--- src/rtl/fsk_dec_pkg.sv ---
// Shared types and constants for the FSK bit-decision sequencer.
package fsk_dec_pkg;

    typedef enum logic [1:0] {StIdle, StIssue, StWait, StEmit} state_e;

    localparam int unsigned FP_SIGN_BIT = 31;
    localparam logic [31:0] THRESH_DEFAULT_C = 32'h4FA8FABA;

    function automatic int unsigned cnt_width(input int unsigned n);
        return $clog2(n + 1);
    endfunction

endpackage

--- src/rtl/fsk_vote_accum.sv ---
// Per-symbol vote accumulator: sample count, count of 'one' decisions, majority/tie flags.
module fsk_vote_accum
    import fsk_dec_pkg::*;
#(
    parameter int unsigned SAMPLES_PER_SYM = 8
) (
    input  logic clk_i,
    input  logic rst_i,
    input  logic clr_i,
    input  logic inc_i,
    input  logic dec_i,
    output logic last_o,
    output logic maj_o,
    output logic tie_o
);

    localparam int unsigned CW = cnt_width(SAMPLES_PER_SYM);

    logic [CW-1:0] cnt_q, cnt_d, ones_q, ones_d;
    logic [CW:0]   ones_x2;

    always_comb begin
        cnt_d  = cnt_q;
        ones_d = ones_q;
        if (clr_i) begin
            cnt_d  = '0;
            ones_d = '0;
        end else if (inc_i) begin
            cnt_d  = cnt_q + CW'(1);
            ones_d = ones_q + CW'(dec_i);
        end
    end

    always_ff @(posedge clk_i) begin
        if (rst_i) begin
            cnt_q  <= '0;
            ones_q <= '0;
        end else begin
            cnt_q  <= cnt_d;
            ones_q <= ones_d;
        end
    end

    // Compare 2*ones against the sample count so odd symbol lengths never tie.
    assign ones_x2 = {ones_q, 1'b0};
    assign last_o  = (cnt_q == CW'(SAMPLES_PER_SYM - 1));
    assign maj_o   = (ones_x2 > (CW + 1)'(SAMPLES_PER_SYM));
    assign tie_o   = (ones_x2 == (CW + 1)'(SAMPLES_PER_SYM));

endmodule

--- src/rtl/fsk_decision_ctrl.sv ---
// FSK decision sequencer: feeds samples and threshold to an external FP subtract core and
// majority-votes result signs per symbol. DECISION_AMBIG_CNT_EN adds ambig_count.
module fsk_decision_ctrl
    import fsk_dec_pkg::*;
#(
    parameter int unsigned SAMPLES_PER_SYM = 8,
    parameter int unsigned TIMEOUT_CYC     = 64,
    parameter logic [31:0] THRESH_DEFAULT  = THRESH_DEFAULT_C
) (
    input  logic        in_clk,
    input  logic        reset,
    input  logic        en,
    input  logic [31:0] sample_in,
    input  logic        sample_valid,
    output logic        sample_ready,
    input  logic [31:0] thr_in,
    input  logic        thr_load,
    input  logic        sym_restart,
    output logic [31:0] sub_a_tdata,
    output logic        sub_a_tvalid,
    input  logic        sub_a_tready,
    output logic [31:0] sub_b_tdata,
    output logic        sub_b_tvalid,
    input  logic        sub_b_tready,
    input  logic [31:0] sub_res_tdata,
    input  logic        sub_res_tvalid,
    output logic        sub_res_tready,
    output logic        bit_out,
    output logic        bit_valid,
    output logic        sym_ambig,
    output logic        timeout_err,
`ifdef DECISION_AMBIG_CNT_EN
    output logic [15:0] ambig_count,
`endif
    output logic        busy
);

    localparam int unsigned TW = $clog2(TIMEOUT_CYC + 1);

    state_e        state_q, state_d;
    logic [31:0]   a_q, b_q, thr_q;
    logic          a_pend_q, a_pend_d, b_pend_q, b_pend_d;
    logic [TW-1:0] tmo_q, tmo_d;
    logic          discard_q, discard_d;
    logic          bit_q, err_q;
    logic          sample_hs, hs_a, hs_b, res_hs, abort, emit, bit_new;
    logic          vote_inc, vote_clr, vote_last, vote_maj, vote_tie;
    logic          res_unused;

    assign sample_ready   = en && (state_q == StIdle);
    assign sample_hs      = sample_ready && sample_valid;
    assign sub_a_tvalid   = (state_q == StIssue) && a_pend_q;
    assign sub_b_tvalid   = (state_q == StIssue) && b_pend_q;
    assign hs_a           = sub_a_tvalid && sub_a_tready;
    assign hs_b           = sub_b_tvalid && sub_b_tready;
    assign sub_res_tready = (state_q == StWait);
    assign res_hs         = sub_res_tready && sub_res_tvalid;
    assign emit           = (state_q == StEmit);
    assign res_unused     = ^sub_res_tdata[FP_SIGN_BIT-1:0];

    // A restart seen while this sample was in flight voids its decision.
    assign vote_inc = res_hs && !discard_q && !sym_restart;
    assign vote_clr = sym_restart || emit || abort;

    always_comb begin
        state_d   = state_q;
        a_pend_d  = a_pend_q;
        b_pend_d  = b_pend_q;
        tmo_d     = tmo_q;
        abort     = 1'b0;
        discard_d = discard_q ||
                    (sym_restart && (state_q == StIssue || state_q == StWait));
        unique case (state_q)
            StIdle: begin
                if (sample_hs) begin
                    state_d   = StIssue;
                    a_pend_d  = 1'b1;
                    b_pend_d  = 1'b1;
                    tmo_d     = '0;
                    discard_d = 1'b0;
                end
            end
            StIssue: begin
                if (hs_a) a_pend_d = 1'b0;
                if (hs_b) b_pend_d = 1'b0;
                if (tmo_q == TW'(TIMEOUT_CYC - 1)) begin
                    abort = 1'b1;
                end else begin
                    tmo_d = tmo_q + TW'(1);
                    if (!a_pend_d && !b_pend_d) state_d = StWait;
                end
            end
            StWait: begin
                if (res_hs) begin
                    state_d = (vote_inc && vote_last) ? StEmit : StIdle;
                end else if (tmo_q == TW'(TIMEOUT_CYC - 1)) begin
                    abort = 1'b1;
                end else begin
                    tmo_d = tmo_q + TW'(1);
                end
            end
            StEmit:  state_d = StIdle;
            default: state_d = StIdle;
        endcase
        if (abort) begin
            state_d  = StIdle;
            a_pend_d = 1'b0;
            b_pend_d = 1'b0;
        end
    end

    always_ff @(posedge in_clk) begin
        if (reset) begin
            state_q   <= StIdle;
            a_pend_q  <= 1'b0;
            b_pend_q  <= 1'b0;
            tmo_q     <= '0;
            discard_q <= 1'b0;
            a_q       <= '0;
            b_q       <= '0;
            thr_q     <= THRESH_DEFAULT;
            bit_q     <= 1'b0;
            err_q     <= 1'b0;
        end else begin
            state_q   <= state_d;
            a_pend_q  <= a_pend_d;
            b_pend_q  <= b_pend_d;
            tmo_q     <= tmo_d;
            discard_q <= discard_d;
            if (thr_load) thr_q <= thr_in;
            if (sample_hs) begin
                a_q <= sample_in;
                b_q <= thr_q;
            end
            if (emit)  bit_q <= bit_new;
            if (abort) err_q <= 1'b1;
        end
    end

    fsk_vote_accum #(
        .SAMPLES_PER_SYM(SAMPLES_PER_SYM)
    ) u_vote (
        .clk_i (in_clk),
        .rst_i (reset),
        .clr_i (vote_clr),
        .inc_i (vote_inc),
        .dec_i (~sub_res_tdata[FP_SIGN_BIT]),
        .last_o(vote_last),
        .maj_o (vote_maj),
        .tie_o (vote_tie)
    );

    // On a tie the previous bit is held.
    assign bit_new     = vote_maj ? 1'b1 : (vote_tie ? bit_q : 1'b0);
    assign bit_out     = emit ? bit_new : bit_q;
    assign bit_valid   = emit;
    assign sym_ambig   = emit && vote_tie;
    assign timeout_err = err_q;
    assign busy        = (state_q != StIdle);
    assign sub_a_tdata = a_q;
    assign sub_b_tdata = b_q;

`ifdef DECISION_AMBIG_CNT_EN
    logic [15:0] amb_cnt_q;

    always_ff @(posedge in_clk) begin
        if (reset) begin
            amb_cnt_q <= '0;
        end else if ((sym_ambig || abort) && amb_cnt_q != 16'hFFFF) begin
            amb_cnt_q <= amb_cnt_q + 16'd1;
        end
    end

    assign ambig_count = amb_cnt_q;
`endif

endmodule
--- config.mk ---
export PLATFORM = sky130hd
export DESIGN_NAME = fsk_decision_ctrl
export DESIGN_NICKNAME = d
export VERILOG_FILES = /design/src/rtl/fsk_dec_pkg.sv /design/src/rtl/fsk_vote_accum.sv /design/src/rtl/fsk_decision_ctrl.sv
export SDC_FILE = /design/constraint.sdc
export NUM_CORES = 1
export LEC_CHECK = 0
export CAP_MARGIN = 20
export CORE_MARGIN = 2
export CORE_UTILIZATION = 47
export CTS_CLUSTER_DIAMETER = 60
export DETAILED_ROUTE_END_ITERATION = 8
export GPL_TIMING_DRIVEN = 0
export HOLD_SLACK_MARGIN = 0.05
export PLACE_DENSITY = 0.93
export RECOVER_POWER = 50
export SLEW_MARGIN = 30
export SYNTH_ARGS = -nofsm -noshare
export SYNTH_HDL_FRONTEND = slang
export SYNTH_SLANG_ARGS = --single-unit
--- constraint.sdc ---
create_clock -name in_clk -period 4.35 [get_ports in_clk]
set_clock_uncertainty 0.15 [all_clocks]
set_input_delay 0.87 -clock in_clk [delete_from_list [all_inputs] [get_ports in_clk]]
set_output_delay 0.87 -clock in_clk [all_outputs]
set_load 0.1 [all_outputs]
==> results.sh, run 1 <==
export IMPL_synth_seq_cells=118
export IMPL_async_flop_share=0
export IMPL_placed_cells=795
export IMPL_grt_max_degree=17
export IMPL_initial_core_util=0.486
export IMPL_synth_main_ff_cell="dfxtp_1"
export IMPL_drc=0
export IMPL_drt_iter0_drc=156
export IMPL_io_buffers=145
export IMPL_gr_total_overflow=0
export IMPL_die_x_microns=102
export IMPL_yosysTopAreaCell="dfxtp_1"
export IMPL_finalNonFillerCells=827
export IMPL_grtUsageTotal=0.246
export IMPL_grt_pass1_wl_microns=20100
export IMPL_critical_path_peak_fanout=3
export IMPL_synthAdderAreaFrac=0.0250
export IMPL_ir_drop_mv=0.315
export IMPL_tritoncts="yes"
export IMPL_multi_input_area_sq_um=1970
export IMPL_synthSimpleGateAreaFrac=0.218
export IMPL_synthCells=521
export IMPL_p_leak_nw=2.52
export IMPL_fill_cells=699
export IMPL_synthMuxAreaShare=0.0400
export IMPL_final_hold_viol_count=0
export IMPL_final_nets=799
export IMPL_cts_hold_buf=0
export IMPL_synth_area_sq_um=4510
export IMPL_worst_setup_path_start_kind="input pin"
export IMPL_tns_ns=0
export IMPL_outcome="finished, final reports clean"
export IMPL_cts_max_path_buffers=2
export IMPL_placeableCoreArea_sq_um=9280
export IMPL_synthesis_nets=635
export IMPL_drive_above_1_share=0.0630
export IMPL_maxCapViolations=0
export IMPL_drtAntennaViolNets=0
export IMPL_num_antenna_cells=0
export IMPL_fp_dieH_microns=102
export IMPL_root_buffer="clkbuf_8"
export IMPL_avgSynthCellArea_sq_um=8.65
export IMPL_cts_buffers=17
export IMPL_p_per_area_nw_per_um2=553
export IMPL_synth_top_family_by_area="simple AND/OR/NAND/NOR gates"
export IMPL_finalCritPeriodShare=0.868
export IMPL_io_pin_count=178
export IMPL_synthTopCellsByArea="dfxtp_1, nand2_1, a21oi_1"
export IMPL_synth_xor_area_frac=0.00971
export IMPL_cts_resized=0
export IMPL_slew_headroom=0.184
export IMPL_drv_slew=0
export IMPL_worstPathRequired_ns=3.33
export IMPL_post_route_min_period_ns=3.78
export IMPL_routed_wl_microns=12800
export IMPL_dp_hpwl_microns=9100
export IMPL_design_area_sq_um=6700
export IMPL_h_tree_depth=4
export IMPL_hp_class="reg -> reg"
export IMPL_layout_common_cells="nand2_1, clkdlybuf4s50_1, dfxtp_1, a21oi_1, clkbuf_1"
export IMPL_register_area_sq_um=2360
export IMPL_vias=4245
export IMPL_whs_ns=0.298
export IMPL_first_pass_iters=4
export IMPL_synth_compound_area_frac=0.146
export IMPL_grt_pass1_vias=4272
export IMPL_antenna_found_initial=0
export IMPL_postPlaceCellArea_sq_um=6130
export IMPL_clkSinkCount=118
export IMPL_rsz0062_at_grt="no"
export IMPL_clkTransAtPathRegs_ns=0.06
export IMPL_fp_row_count=35
export IMPL_clkLatencyLatePin_ns=0.50
export IMPL_tightest_slew_ns=1.23
export IMPL_globalplace_congestion=0.818
export IMPL_ys_types=36
export IMPL_finalSetupViolCount=0
export IMPL_area_growth_pct=48.7
export IMPL_critPathArrivalTime_ns=2.76
export IMPL_die_area_sq_um=10400
export IMPL_synth_warnings=0
export IMPL_cts_setup_buffers=0
export IMPL_vias_per_cell=5.13
export IMPL_fmax_mhz=265
export IMPL_wl_per_cell_microns=15.4
export IMPL_netlist_area_leader_share=0.524
export IMPL_path_class="in -> out"
export IMPL_synth_edf_count=0
export IMPL_end_kind="output pin"
export IMPL_synth_seq_area_share=0.524
## synthesized netlist by cell type (all sizes together), types with 4 or more instances
master	n
nand2	140
dfxtp	118
a21oi	73
nor2	30
clkbuf	28
nor2b	26
a211o	19
mux2i	18
ha	9
buf	7
inv	6
a211oi	5
and2	5
o21ai	5
nand4	4
nor3	4
## report_power, final
part	switching [mW]	internal [mW]	total, mW
Sequential	0.0558	1.17	1.23
Clock	0.513	0.892	1.41
Combinational	0.784	0.289	1.07
## metal layers
layer | vias up | GRT usage | share of wire | wire length [microns]
met2 | 169 | 0.448 | 0.51 | 6560
li1 | 2065 | - | - | -
met1 | 1992 | 0.268 | 0.38 | 4820
met4 | 0 | 0.0697 | 0.014 | 179
met3 | 19 | 0.0910 | 0.093 | 1190
met5 | - | 0 | 0 | 0
## final timing paths
kind,start,endpoint,slack [ns],cells past startpoint
setup / recovery,en,sample_ready,0.57,3
hold / removal,thr_q[5],sub_b_tdata[5],0.30,2
setup reg to reg,state_q[0],tmo_q[0],1.32,7
hold reg to reg,thr_q[5],sub_b_tdata[5],0.30,2
## critical path, cell delays in order
cell and delay [ns]:
dlygate4sd3_1 0.56, and2_0 0.18, clkdlybuf4s50_1 1.14
## sequential cells by signal, indices dropped and copies added, names as in the netlist
| register | cells |
|---|---|
| u_vote.cnt_q | 4 |
| bit_q | 1 |
| a_pend_q | 1 |
| tmo_q | 7 |
| b_pend_q | 1 |
| timeout_err | 1 |
| thr_q | 32 |
| discard_q | 1 |
| u_vote.ones_q | 4 |
| sub_b_tdata | 32 |
| sub_a_tdata | 32 |
| state_q | 2 |
## layout make-up
| cell class | count | share of cell area |
|---|---|---|
| sequential | 118 | 0.353 |
| multi-input combinational | 362 | 0.294 |
| timing repair buffer | 145 | 0.216 |
| clock buffer | 18 | 0.0639 |
| clock inverter | 14 | 0.0260 |
| tap | 129 | 0.0241 |
| buffer | 35 | 0.0207 |
| inverter | 6 | 0.00336 |
## stage by stage
step | worst slack (ns) | util | total power [mW]
after floorplan | 0.275 | - | 2.02
after global placement | 0.688 | 0.660 | 2.28
after detailed placement | 0.675 | 0.660 | 2.32
after CTS | 0.669 | 0.725 | 3.72
after global routing | 0.528 | 0.722 | 3.84
final | 0.574 | 0.722 | 3.71
## cells by family (layout without fill, tap and decap cells)
kind of cell,count (synthesis),after routing
flip-flops,118,118
multiplexers,18,18
AO/OA/AOI/OAI,108,108
buffers and inverters,41,218
XOR/XNOR,5,5
adder cells (fa/ha/maj),9,9
AND/OR/NAND/NOR,222,222
No activity file was read; power rests on OpenSTA's default activity.
==> run 2: changes to the inputs <==
Settings changed: SLEW_MARGIN 30 to 20.
==> results.sh, run 2 (synthesis gave the netlist of run 1 again) <==
export IMPL_outcome="finished, final reports clean"
export IMPL_dp_hpwl_microns=9100
export IMPL_cts_buffers=17
export IMPL_clkTransAtPathRegs_ns=0.06
export IMPL_worstPathRequired_ns=3.33
export IMPL_whs_endpoint="sub_b_tdata[5]"
export IMPL_antenna_found_initial=0
export IMPL_path_buf_inv=2
export IMPL_cts_hold_buf=0
export IMPL_r2r_start="state_q[0]"
export IMPL_fill_cells=697
export IMPL_io_pin_count=178
export IMPL_crit_slowest_cell="clkdlybuf4s50_1"
export IMPL_vias_per_cell=5.13
export IMPL_clkLatencyLatePin_ns=0.50
export IMPL_p_leak_nw=2.52
export IMPL_path_class="in -> out"
export IMPL_critPathLaunch="en"
export IMPL_finalSetupViolCount=0
export IMPL_critPathArrivalTime_ns=2.76
export IMPL_grt_pass1_vias=4272
export IMPL_clkSinkCount=118
export IMPL_first_pass_iters=4
export IMPL_tns_ns=0
export IMPL_hp_start="thr_q[5]"
export IMPL_drtAntennaViolNets=0
export IMPL_end_kind="output pin"
export IMPL_wl_per_cell_microns=15.4
export IMPL_cts_max_path_buffers=2
export IMPL_reg2reg_setup_slack_ns=1.32
export IMPL_final_core_util=0.723
export IMPL_globalplace_congestion=0.818
export IMPL_tightest_slew_ns=1.03
export IMPL_r2r_cells=7
export IMPL_h_tree_depth=4
export IMPL_p_per_area_nw_per_um2=552
export IMPL_fp_row_count=35
export IMPL_grtUsageTotal=0.246
export IMPL_critical_path_peak_fanout=3
export IMPL_critPathTopFamily="buffers and inverters"
export IMPL_maxCapViolations=0
export IMPL_worst_setup_path_start_kind="input pin"
export IMPL_cts_resized=0
export IMPL_post_route_min_period_ns=3.78
export IMPL_grt_max_degree=17
export IMPL_r2r_end="tmo_q[0]"
export IMPL_postPlaceCellArea_sq_um=6130
export IMPL_drive_above_1_share=0.0630
export IMPL_routed_wl_microns=12800
export IMPL_drv_slew=0
export IMPL_initial_core_util=0.486
export IMPL_tritoncts="yes"
export IMPL_ir_drop_mv=0.315
export IMPL_io_buffers=145
export IMPL_hp_class="reg -> reg"
export IMPL_critPathMaxStageDelay_ns=1.14
export IMPL_die_area_sq_um=10400
export IMPL_die_x_microns=102
export IMPL_fmax_mhz=265
export IMPL_placeableCoreArea_sq_um=9280
export IMPL_drc=0
export IMPL_num_antenna_cells=0
export IMPL_cts_setup_buffers=0
export IMPL_drt_iter0_drc=163
export IMPL_layout_commonest_cell="clkdlybuf4s50_1"
export IMPL_vias=4243
export IMPL_slew_headroom=0.311
export IMPL_final_nets=799
export IMPL_area_growth_pct=48.8
export IMPL_finalCritPeriodShare=0.868
export IMPL_layout_common_cells="clkdlybuf4s50_1, nand2_1, dfxtp_1, a21oi_1, clkbuf_1"
export IMPL_final_hold_viol_count=0
export IMPL_fp_dieH_microns=102
export IMPL_gr_total_overflow=0
export IMPL_root_buffer="clkbuf_8"
export IMPL_design_area_sq_um=6710
export IMPL_grt_pass1_wl_microns=20100
export IMPL_path_cells="dlygate4sd3_1 -> and2_0 -> clkdlybuf4s50_1"
export IMPL_rsz0062_at_grt="no"
export IMPL_whs_path_depth=2
run 2: final cells by class:
cell class / count / area, sq um / area share
Tap cell: 129 / 161 / 0.0241
Inverter: 6 / 22.5 / 0.00336
Sequential cell: 118 / 2360 / 0.352
Multi-Input combinational cell: 362 / 1970 / 0.294
Buffer: 35 / 139 / 0.0207
Clock inverter: 14 / 174 / 0.0259
Timing Repair Buffer: 145 / 1450 / 0.216
Clock buffer: 18 / 428 / 0.0638
run 2: worst max-delay path by stage:
| stage | to | cells past startpoint |
|---|---|---|
| 2_1_floorplan | sym_ambig | 3 |
| 3_3_place_gp | sample_ready | 3 |
| 3_5_place_dp | sample_ready | 3 |
| 4_1_cts | sample_ready | 3 |
| 5_1_grt | sample_ready | 3 |
| 6_report | sample_ready | 3 |
run 2: worst register-to-register path, delay by kind of cell (launching register included):
kind	cells	cell delay [ns]
compound gates	3	1.61
fa+ha+maj	1	0.27
buf+inv	1	0.13
flops	1	0.38
mux	1	0.30
simple gates	1	0.06
run 2: per-stage QoR:
step | std cells | total power, mW | hold WS, ns | setup slack (ns)
3_5_place_dp | 795 | 2.32 | 0.296 | 0.675
2_1_floorplan | 521 | 2.02 | 0.277 | 0.275
4_1_cts | 827 | 3.72 | 0.304 | 0.669
3_3_place_gp | 795 | 2.28 | 0.286 | 0.688
5_1_grt | 827 | 3.84 | 0.321 | 0.528
6_report | 827 | 3.71 | 0.298 | 0.574
run 2: power breakdown:
part / leakage (nW) / internal [mW] / switching (mW) / total (mW)
clock: 0.284 / 0.892 / 0.512 / 1.40
combinational: 1.27 / 0.289 / 0.784 / 1.07
sequential: 0.965 / 1.17 / 0.0559 / 1.23
run 2: per-layer routing:
metal	wire (microns)	vias to the layer above	global-route usage
li1	-	2066	-
met1	4890	1991	0.268
met2	6570	164	0.448
met3	1120	22	0.0910
met4	197	0	0.0697
met5	0	-	0
==> variant 1, RTL diff (flow settings as in run 2) <==
`SAMPLES_PER_SYM` is set to 8 in 2 places; all go to 4.
--- a/src/rtl/fsk_vote_accum.sv
+++ b/src/rtl/fsk_vote_accum.sv
@@ -4,3 +4,3 @@
 #(
-    parameter int unsigned SAMPLES_PER_SYM = 8
+    parameter int unsigned SAMPLES_PER_SYM = 4
 ) (
--- a/src/rtl/fsk_decision_ctrl.sv
+++ b/src/rtl/fsk_decision_ctrl.sv
@@ -5,3 +5,3 @@
 #(
-    parameter int unsigned SAMPLES_PER_SYM = 8,
+    parameter int unsigned SAMPLES_PER_SYM = 4,
     parameter int unsigned TIMEOUT_CYC     = 64,
Check against the original RTL: same outputs for any inputs over 4 cycles, from zero or initial values and one cycle with reset high; that may be too few to reach the edited logic, so the function may still have changed.
==> variant 1 against run 2 <==
Worst setup slack gained 1.6 ps; design area shrank 1.7%; cell count shrank 3.3%; area after synthesis shrank 2.0%; routed wire length shrank 6.2%; sequential cell count shrank 2; count of clock-buffer cells in the layout is the same; power grew 2.3%; critical path type unchanged; critical endpoint unchanged; largest cell class unchanged.
==> variant 1: results (changes against run 2) <==
[sta]
fmax_mhz = 265  ; about the same

[critical_path]
worstReg2RegEnd = sub_b_tdata[11]  ; was tmo_q[0]
worstPathArrival_ps = 2750  ; was 2760 ps
r2r_slack_ps = 1920  ; was 1320 ps

[synthesis]
postSynthNetCount = 628  ; was 635
synth.distinct_cells = 40  ; was 36
ys_seq_area_share_pct = 52.6  ; was 52.4%
netlist_top_cells_count = 155 x nand2_1, 116 x dfxtp_1, 74 x a21oi_1  ; was 140 x nand2_1, 118 x dfxtp_1, 73 x a21oi_1
synth_cells = 513  ; was 521

[pwr]
peakVddDrop_v = 0.000319  ; was 0.000315 V
leakage_nw = 2.57  ; was 2.52 nW

[min_path]
min_from = sub_b_tdata[24]  ; was thr_q[5]
holdPathEnd = sub_b_tdata[24]  ; was sub_b_tdata[5]

[die]
core_area_um2 = 9200  ; was 9280 um^2

[place]
postPlaceCellArea_um2 = 6000  ; was 6130 um^2
io_buffers = 144  ; was 145
gp_congestion = 0.772  ; was 0.818
place_inst = 768  ; was 795

[status]
status = completed  ; unchanged

[finish]
num-multi-input-gates = 353  ; was 362
multi_input_area_share_pct = 29.0  ; was 29.4%
fill_cells = 683  ; was 697
clockNetworkAreaShare_pct = 9.13  ; was 8.97%
signal_buffers = 176  ; was 180
flops_and_latches = 116  ; was 118

[global_routing]
grt_first_pass_wirelength_um = 19300  ; was 20100 um
grt_usage_pct = 23.9  ; was 24.6%

[route]
wire_per_inst_um = 15.0  ; was 15.4 um
drtIter0Drc = 120  ; was 163

[variant 1: power by group]
part	total [mW]	internal [mW]	switching [mW]
clock network	1.40	0.894	0.505
registers	1.22	1.16	0.0574
logic	1.18	0.319	0.858
total	3.79	2.37	1.42
[variant 1: per-layer routing]
layer	GRT usage, %	vias up	share of wire, %
met5	0	-	0
met4	8.00	0	1.1
met3	6.80	12	5.9
met2	43.1	141	51
met1	27.0	1941	42
li1	-	2038	-
[variant 1: cells by family after synthesis]
family / Yosys count / synth area share [%]
AND/OR/NAND/NOR: 205 / 18.9
flip-flops: 116 / 52.6
AO/OA/AOI/OAI: 102 / 13.6
buffers and inverters: 44 / 4.05
multiplexers: 34 / 7.70
adder cells (fa/ha/maj): 10 / 2.83
XOR/XNOR: 2 / 0.397
[variant 1: critical path, stage by stage]
cell             delay [ps]
dlygate4sd3_1           570
and2_0                  160
clkdlybuf4s50_1        1150
==> variant 2, RTL diff (flow settings as in run 2) <==
Without the edit above. Register the output `timeout_err` once more, cleared by the reset; this adds one clock of latency there. The other outputs are not delayed to match.
--- a/src/rtl/fsk_decision_ctrl.sv
+++ b/src/rtl/fsk_decision_ctrl.sv
@@ -157,3 +157,9 @@
     assign sym_ambig   = emit && vote_tie;
-    assign timeout_err = err_q;
+    always_ff @(posedge in_clk) begin
+        if (reset) begin
+            timeout_err <= '0;
+        end else begin
+            timeout_err <= err_q;
+        end
+    end
     assign busy        = (state_q != StIdle);
Formal check against the unedited RTL: no difference found for any inputs over 4 cycles, from zero or initial values and one cycle with reset high; that may be too few to reach the edited logic, so the function may still have changed.
==> variant 2 against run 2 <==
Routed wire length is 0.76% lower; design area is 0.71% higher; power is 4.4% higher; worst setup slack better by 40 ps; area after synthesis is 0.11% higher; sequential cell count is 1 higher; largest cell class unchanged; register-to-register slack better by 580 ps; non-clock buffer count stayed put; critical endpoint unchanged.
==> variant 2: results (changes against run 2) <==
[route]
wire_per_inst_um = 15.3  ; was 15.4 um
via_per_inst = 5.08  ; was 5.13
dr.pass1.iters = 4  ; unchanged
drtIter0Drc = 149  ; was 163

[synthesis]
ys_seq_area_share_pct = 52.8  ; was 52.4%
ys_warn_count = 0  ; unchanged
async_flop_share_pct = 0  ; unchanged
synth.area.top_cells = dfxtp_1 53%, nand2_1 12%, a21oi_1 8.3%  ; was dfxtp_1 52%, nand2_1 12%, a21oi_1 8.1%
postSynthNetCount = 636  ; was 635
synth.distinct_cells = 44  ; was 36
synth_cells = 522  ; was 521
netlist_top_cells_count = 139 x nand2_1, 119 x dfxtp_1, 75 x a21oi_1  ; was 140 x nand2_1, 118 x dfxtp_1, 73 x a21oi_1
synthFlopType = dfxtp_1  ; unchanged

[place]
postPlaceCellArea_um2 = 6140  ; was 6130 um^2
pre_cts_ws_ps = 704  ; was 675 ps
io_buffers = 146  ; was 145
dpl.hpwl_um = 8830  ; was 9100 um
place_inst = 797  ; was 795
gp_congestion = 0.865  ; was 0.818

[global_routing]
grt_max_degree = 17  ; unchanged
grt_usage_pct = 24.9  ; was 24.6%
grt_pass1_vias = 4321  ; was 4272
antenna_found_initial = 0  ; unchanged
grt_first_pass_wirelength_um = 20100  ; about the same

[min_path]
holdPathStages = 2  ; unchanged
min_path_type = flop to flop  ; unchanged

[critical_path]
cpPeakStageDelay_ps = 1140  ; about the same
worstPathArrival_ps = 2720  ; was 2760 ps
slowest_stage = clkdlybuf4s50_1  ; unchanged
critPathMaxFanout = 3  ; unchanged
r2r_cells = 8  ; was 7

[pwr]
leakage_nw = 2.54  ; was 2.52 nW
peakVddDrop_v = 0.000336  ; was 0.000315 V

[sta]
tightest_slew_ps = 1020  ; was 1030 ps

[finish]
diodes = 0  ; unchanged
final_cell_count_no_fill = 829  ; was 827
drive_gt1_share_pct = 5.14  ; was 6.30%

[clocking]
cts-root-buf = clkbuf_8  ; unchanged
clkLatencyLatePin_ps = 510
cts_max_level = 4  ; unchanged
post-cts-setup-buffer-count = 0  ; unchanged
cts_buffers = 17  ; unchanged
max-clock-path-buffers = 2  ; unchanged
clk_pin_slew_ps = 60  ; about the same
cts.repair.resized = 0  ; unchanged

[status]
status = completed  ; unchanged

[variant 2: changes by cell type after synthesis, moves of 3 or more]
cell      change
nor2b_1       -4
nor2_2        -8
inv_1         +3
nor2_1        +7
buf_1         +3
clkbuf_1      -3
[variant 2: final cells by class]
cell class,count,area [um^2]
Clock buffer,19,432
Buffer,34,128
Multi-Input combinational cell,360,1960
Sequential cell,119,2380
Tap cell,129,161
Clock inverter,13,195
Inverter,9,33.8
Timing Repair Buffer,146,1460
Fill cell,674,2530
[variant 2: worst paths after layout]
| path | from | endpoint | slack [ps] |
|---|---|---|---|
| min reg2reg | thr_q[24] | sub_b_tdata[24] | 300 |
| max reg2reg | state_q[0] | sub_a_tdata[20] | 1900 |
| min | thr_q[24] | sub_b_tdata[24] | 300 |
| max | en | sample_ready | 610 |
[variant 2: power by group]
group	internal (mW)	leakage, nW	switching (mW)
Combinational	0.317	1.27	0.851
Sequential	1.19	0.973	0.0561
Clock	0.952	0.295	0.504
[variant 2: kinds of logic (layout without fill, tap and decap cells)]
group | after synthesis | after routing | synth area share [%]
AND/OR/NAND/NOR | 219 | 219 | 21.5
multiplexers | 16 | 16 | 3.55
buffers and inverters | 43 | 221 | 3.80
adder cells (fa/ha/maj) | 9 | 9 | 2.50
flip-flops | 119 | 119 | 52.8
AO/OA/AOI/OAI | 111 | 111 | 14.9
XOR/XNOR | 5 | 5 | 0.971
[variant 2: worst max-delay path, delay by kind of cell]
family,cells,cell delay (ps)
AND/OR/NAND/NOR,1,160
buffers and inverters,2,1690
[variant 2: through the flow]
step / util, % / hold slack [ps]
detailed placement: 66.2 / 289
finish: 72.8 / 300
floorplan: - / 277
global placement: 66.2 / 284
global route: 72.8 / 307
CTS: 72.9 / 298
[variant 2: routing by layer]
layer / wire length, um / GRT usage [%]
met2: 6630 / 44.0
met5: 0 / 0
met3: 788 / 7.93
met4: 278 / 11.3
met1: 4980 / 27.4
